File: src/rtl/fnd_scan_controller.sv
// Multiplexed 7-segment scan driver with a shadow-buffered display word,
// leading-zero suppression and an anti-ghosting guard interval.
module fnd_scan_controller #(
   parameter int DIGITS   = 4,
   parameter int SCAN_DIV = 100000,
   parameter int GUARD    = 0
) (
   input  logic                  i_clk,
   input  logic                  i_reset,
   input  logic                  i_enable,
   input  logic                  i_load,
   input  logic [4*DIGITS-1:0]   i_data,
   input  logic                  i_zero_blank,
   output logic [3:0]            o_value,
   output logic                  o_blank,
   output logic [DIGITS-1:0]     o_com,
   output logic                  o_pending,
   output logic                  o_frame
);
   localparam int CW = (SCAN_DIV > 1) ? $clog2(SCAN_DIV) : 1;
   localparam int IW = $clog2(DIGITS);
   localparam int DW = 4 * DIGITS;

   logic [CW-1:0]     cnt;
   logic [IW-1:0]     idx;
   logic [DW-1:0]     disp;
   logic [DW-1:0]     pend_data;
   logic              tick;
   logic              frame_tick;
   logic              guard_ok;
   logic              visible;
   logic              suppressed;
   logic [DIGITS-1:0] lz;

   assign tick       = i_enable && (cnt == CW'(SCAN_DIV - 1));
   assign frame_tick = tick && (idx == IW'(DIGITS - 1));

   always_ff @(posedge i_clk or posedge i_reset) begin
      if (i_reset) begin
         cnt       <= '0;
         idx       <= '0;
         disp      <= '0;
         pend_data <= '0;
         o_pending <= 1'b0;
         o_frame   <= 1'b0;
      end else begin
         if (tick)
            cnt <= '0;
         else if (i_enable)
            cnt <= cnt + 1'b1;

         if (tick)
            idx <= (idx == IW'(DIGITS - 1)) ? '0 : idx + 1'b1;

         o_frame <= frame_tick;

         // A load landing on the commit edge goes straight to the display
         if (i_load && frame_tick) begin
            disp      <= i_data;
            pend_data <= i_data;
            o_pending <= 1'b0;
         end else if (i_load) begin
            pend_data <= i_data;
            o_pending <= 1'b1;
         end else if (frame_tick && o_pending) begin
            disp      <= pend_data;
            o_pending <= 1'b0;
         end
      end
   end

   generate
      if (GUARD == 0) begin : g_noguard
         assign guard_ok = 1'b1;
      end else begin : g_guard
         assign guard_ok = (cnt >= CW'(GUARD));
      end
   endgenerate

   // lz[i]: nibbles i..DIGITS-1 are all zero
   always_comb begin
      lz = '0;
      lz[DIGITS-1] = (disp[DW-1 -: 4] == 4'h0);
      for (int i = DIGITS - 2; i >= 0; i--)
         lz[i] = lz[i+1] && (disp[4*i +: 4] == 4'h0);
   end

   assign visible    = i_enable && guard_ok;
   assign suppressed = i_zero_blank && (idx != '0) && lz[idx];
   assign o_value    = disp[{idx, 2'b00} +: 4];
   assign o_blank    = !visible || suppressed;
   assign o_com      = visible ? ~(DIGITS'(1) << idx) : '1;
endmodule
File: config.mk
export PLATFORM = sky130hd
export DESIGN_NAME = fnd_scan_controller
export DESIGN_NICKNAME = d
export VERILOG_FILES = /design/src/rtl/fnd_scan_controller.sv
export SDC_FILE = /design/constraint.sdc
export NUM_CORES = 1
export LEC_CHECK = 0
export CELL_PAD_IN_SITES_DETAIL_PLACEMENT = 0
export CELL_PAD_IN_SITES_GLOBAL_PLACEMENT = 1
export CORE_ASPECT_RATIO = 1.2
export CORE_MARGIN = 10
export CORE_UTILIZATION = 30
export CTS_BUF_LIST = sky130_fd_sc_hd__clkbuf_4
export DETAILED_ROUTE_END_ITERATION = 12
export GPL_ROUTABILITY_DRIVEN = 1
export PLACE_DENSITY_LB_ADDON = 0.1
export SLEW_MARGIN = 20
export SYNTH_ARGS = -nofsm -noshare
export SYNTH_HDL_FRONTEND = slang
export SYNTH_SLANG_ARGS = --single-unit
File: constraint.sdc
create_clock -name i_clk -period 2.4 [get_ports i_clk]
set_input_delay 0.36 -clock i_clk [delete_from_list [all_inputs] [get_ports i_clk]]
set_output_delay 0.36 -clock i_clk [all_outputs]
set_load 0.01 [all_outputs]
After elaboration in Yosys (flattened, before gate mapping)
Cells that the tools add are included.
{"block": "word_totals", "out_inout_bits": 11, "word_cells": 50, "register_bits": 53}
{"block": "classes", "reduce_logical": 21, "shifts": 2, "n_addsub": 2, "n_eq_ne": 3, "bitwise": 1, "mux": 14, "order_cmp": 1}
{"op": "2-to-1 mux 16 bit", "count": 5}
{"op": "2-to-1 mux 17 bit", "count": 2}
{"op": "adder 17 x 1 -> 17 bit, second input constant", "count": 1}
{"op": "equality test 17 bit, second input constant", "count": 1}
{"op": "zero test 4 bit", "count": 4}
{"op": "variable part select 16 x 5 -> 4 bit", "count": 1}
{"op": "logical AND 1 bit", "count": 9}
{"op": "nonzero test 2 bit", "count": 4}
{"op": "2-to-1 mux 1 bit", "count": 4}
{"op": "2-to-1 mux 4 bit", "count": 1}
{"op": "inverter 4 bit", "count": 1}
{"op": "left shift 1 x 2 -> 4 bit, first input constant", "count": 1}
{"op": "< comparator 2 x 3 -> 1 bit, second input constant", "count": 1}
{"op": "nonzero test 3 bit", "count": 1}
{"op": "adder 2 x 1 -> 2 bit, second input constant", "count": 1}
{"op": "binary-select mux 1 bit (select 2 bit)", "count": 1}
{"op": "equality test 2 bit, second input constant", "count": 1}
{"op": "2-to-1 mux 2 bit", "count": 1}
{"op": "inequality test 2 x 1 -> 1 bit, second input constant", "count": 1}
{"op": "AND reduction 2 bit", "count": 1}
{"op": "zero test 1 bit", "count": 1}
{"op": "logical OR 1 bit", "count": 1}

Logic depth before layout (Yosys ltp)
{"block": "logic_depth", "word_depth": 8, "mapped_depth": 7, "depth_no_buf": 5}

Worst setup path before layout
Ideal clock, no wire load.
{"block": "synth_path", "kind": "flip-flop to output port", "from": "reg idx[1]", "to": "out o_blank", "path_slack_ns": 0.501, "stages_incl_launch_ff": 7, "arrival_time_ns": 1.539, "required_ns": 2.040, "path_cell_list": "dfrtp_1 -> clkbuf_1 -> inv_1 -> ha_1 -> nor4_1 -> nand3b_1 -> o31ai_1"}
{"block": "synth_between", "elab_chain_cells": 4, "word_cells_on_any_way": 6}
{"item": "start, declared", "line": "25", "text": "logic [IW-1:0] idx;"}
{"item": "start signal, assigned", "line": "53", "text": "idx <= (idx == IW'(DIGITS - 1)) ? '0 : idx + 1'b1;"}
{"item": "binary-select mux 1 bit (select 2 bit) / nonzero test 2 bit (equally long branches)", "line": "89", "text": "assign suppressed = i_zero_blank && (idx != '0) && lz[idx];"}
{"item": "2-to-1 mux 1 bit (implied by the code) / logical AND 1 bit (equally long branches)", "line": "89"}
{"item": "logical AND 1 bit (*)", "line": "89"}
{"item": "logical OR 1 bit (*)", "line": "91", "text": "assign o_blank = !visible || suppressed;"}
{"item": "end, declared", "line": "15", "text": "output logic o_blank,"}
Mark *: on every way between the ends. The rest lies on a longest branch, timed or not. The select of a mux whose other input is x is not followed.

Worst setup path after layout
{"block": "layout_path", "from": "reg idx[1]", "to": "out o_value[1]"}
{"block": "layout_between", "elab_chain_cells": 1}
{"item": "variable part select 16 x 5 -> 4 bit", "line": "90", "text": "assign o_value = disp[{idx, 2'b00} +: 4];"}
{"item": "end, declared", "line": "14", "text": "output logic [3:0] o_value,"}
No other way between the ends.

==> flow_summary.yaml <==
yosys:
  ys_top_cells_by_count: "dfrtp_1 (53), nor2_1 (30), mux2_2 (23)"
  netlist-cell-type-count: 31
  ys.flop_type: "dfrtp_1"
  synth-async-reset-ratio: 1.00
  fraction_of_the_mapped_netlist_area_in_compound_gates: 0.0508
  synth_seq_cells: 53
  synth_xor_area_frac: 0.0494
  synth_top_family_by_area: "multiplexers"
  synthMuxAreaShare: 0.192
  number_of_enable_type_register_cells_in_the_synthesized_netlist: 0
  synth_warnings: 0
  post_synth_and_or_nand_nor_area_fraction: 0.136
  synth_area_leaders: "dfrtp_1 (50%), mux2_2 (9.7%), mux2_4 (5.6%)"
  syn_area_per_cell_um2: 11.2
  most_frequent_cell_after_synthesis: "dfrtp_1"
  syn-cell-area_um2: 2660
  synth_top_area_frac: 0.499
  synthCells: 237
  synth_adder_area_share: 0.0235
  yosys_top_cell_by_area: "dfrtp_1"
  register_area_share_after_synthesis: 0.499
  mappedNetlistNets: 263
timing:
  worst_slew_margin_rel: 0.699
  report.final.setup_viol: 0
  number_of_max_slew_violations_in_the_final_report: 0
  worstMarginPinSlew_ps: 447
  worst_hold_slack_ps: 330
  final.setup_skew_ps: 14.4
  timing.final.hold_violations: 0
  finalCritPeriodShare: 0.960
  fin_setup_tns_ps: 0
  grt_setup_unrepaired: "no"
  finalWorstPathRequiredPeriod_ps: 2300
  highest_clock_frequency_the_design_can_meet_mhz: 434
placed_design:
  place.detailed.hpwl_mm: 4.25
  dp.cells: 383
  port_buffers: 31
  gp_congestion: 0.814
drt:
  drt.antenna.violating_nets: 0
  met2RoutedLength_mm: 3.02
  routed_wire_length_per_instance_um: 15.2
  detail_route.drc_violations: 0
  wirelength_mm: 5.95
  detail_route.first_pass.iterations: 4
  drt_iter0_drc: 50
  top_layer_used: "met4"
  wl_met3_um: 222
  wl_met1_mm: 2.60
  dr_total_vias: 1809
  post_drt_via_cell_ratio: 4.64
power:
  overall_power_after_layout_mw: 1.77
  clock_power_share: 0.286
  vdd_drop_max_uv: 244
  p_leak_nw: 1.47
  sw_frac_of_total: 0.269
  comb_power_share: 0.131
  sequentialPowerShare: 0.582
  power_density_over_the_cells_nw_per_um2: 548
  p_switching_mw: 0.476
  p_int_mw: 1.30
floorplan:
  core_area_um2: 8610
  floorplan.initialDensity: 0.309
  fp.dieArea_um2: 13000
  fp-row-count: 37
  chipWidth_um: 106
  die_height_um: 123
  top_level_ports: 32
grt:
  antenna_found_initial: 0
  first_global_vias: 1903
  globalRouteTotalUtil: 0.0954
  grt_start_max_net_pins: 54
  grt_overflow_total: 0
  grt_pass1_wl_mm: 9.97
run:
  drv.max_cap_violation_count: 0
cts:
  cts.reportedPaths.clkPinSlew_ps: 150
  h-tree-depth: 2
  clk_latency_ps: 380
  cts_buffers: 5
  clock_path_buffers: 2
  tritoncts_clock_tree: "yes"
  clk_root_buffer_cell: "clkbuf_4"
  clock-sinks: 53
setup_path:
  cp_endpoint_kind: "output pin"
  cp.arrival_ps: 1940
  timing.critical_path.from: "idx[1]"
  startpoint_type: "flop"
  path_max_fanout: 8
  timing.critical_path.required_ps: 2040
  worstSetupPathType: "reg -> out"
  crit-reg2reg-launch: "cnt[0]"
run_status:
  run_status: "completed"
cells_and_area:
  n_antenna_cell: 0
  multi_input_gate_area_in_the_final_layout_um2: 1210
  seq_area_um2: 1330
  final_core_utilization: 0.375
  final_cells: 390
  area_growth_syn_to_layout_pct: 21.5
  final_nets: 299
  nFillCells: 902
  post_route_cells_drive_above_1_share: 0.220
min_path:
  hp-class: "in -> async"
==> logic make-up (layout without fill, tap and decap cells) <==
family	after synthesis	in the layout
buffers and inverters	31	67
xor gates and xnor gates	15	15
muxes	38	38
and+or+nand+nor	70	70
adders and majority gates	5	5
DFF	53	53
AOI/OAI and AO/OA	25	25
==> per-stage QoR <==
step / setup slack [ps] / cell area [um2]
after floorplan: 501 / 2660
after global placement: 209 / 3150
after detailed placement: 201 / 3150
after CTS: 52.6 / 3220
after global routing: 9.02 / 3230
final: 95.5 / 3230
==> power groups by stage <==
| stage | combinational (mW) | sequential [mW] | clock (mW) |
|---|---|---|---|
| 3_5_place_dp | 0.237 | 1.05 | 0 |
| 3_3_place_gp | 0.237 | 1.05 | 0 |
| 4_1_cts | 0.238 | 1.03 | 0.539 |
| 6_report | 0.233 | 1.03 | 0.507 |
| 5_1_grt | 0.263 | 1.04 | 0.564 |
| 2_1_floorplan | 0.157 | 1.03 | 0 |
==> sequential cells by signal (all words and copies together), names as in the netlist <==
signal,count
cnt,17
disp,16
pend_data,16
o_frame,1
idx,2
o_pending,1
==> layout make-up <==
class	instances	share of cell area
flip-flops and latches	53	0.411
clock buffers	5	0.0116
inverters	20	0.0232
multi-input cells	153	0.375
clock inverters	2	0.0108
well taps	117	0.0453
repair buffers	40	0.123
==> layer usage <==
layer / up-vias / global-route usage
met4: 0 / 0.0364
met3: 7 / 0.0229
li1: 882 / -
met1: 890 / 0.114
met5: - / 0
met2: 30 / 0.163
==> final timing paths <==
path | endpoint | slack [ps] | depth (start not counted)
worst max register to register | disp[1] | 380 | 6
worst min register to register | cnt[13] | 520 | 1
min in group i_clk | cnt[13] | 520 | 1
max in group asynchronous | pend_data[10] | 1810 | 3
worst min-delay path | cnt[11] | 330 | 3
worst max-delay path | o_value[1] | 100 | 3
==> what timing repair did <==
action,4_1_cts,5_1_grt
hold buffers,0,0
gates resized for setup,1,4
setup endpoints to repair,1,1
setup buffers,0,0
==> worst max-delay path, cell delays in order, from the launching register on <==
cell and delay (ps):
dfrtp_1 370, buf_4 170, mux4_2 530, clkdlybuf4s50_1 510
==> cells in the final DEF, fill, tap and decap left out, types with 8 or more instances in the layout <==
master	n
dfrtp_1	53
nor2_1	30
clkdlybuf4s50_1	30
mux2_2	23
inv_1	19
a21oi_1	19
mux2_4	10
nand2_1	10
xnor2_1	8
No activity file was read; power rests on OpenSTA's default activity.
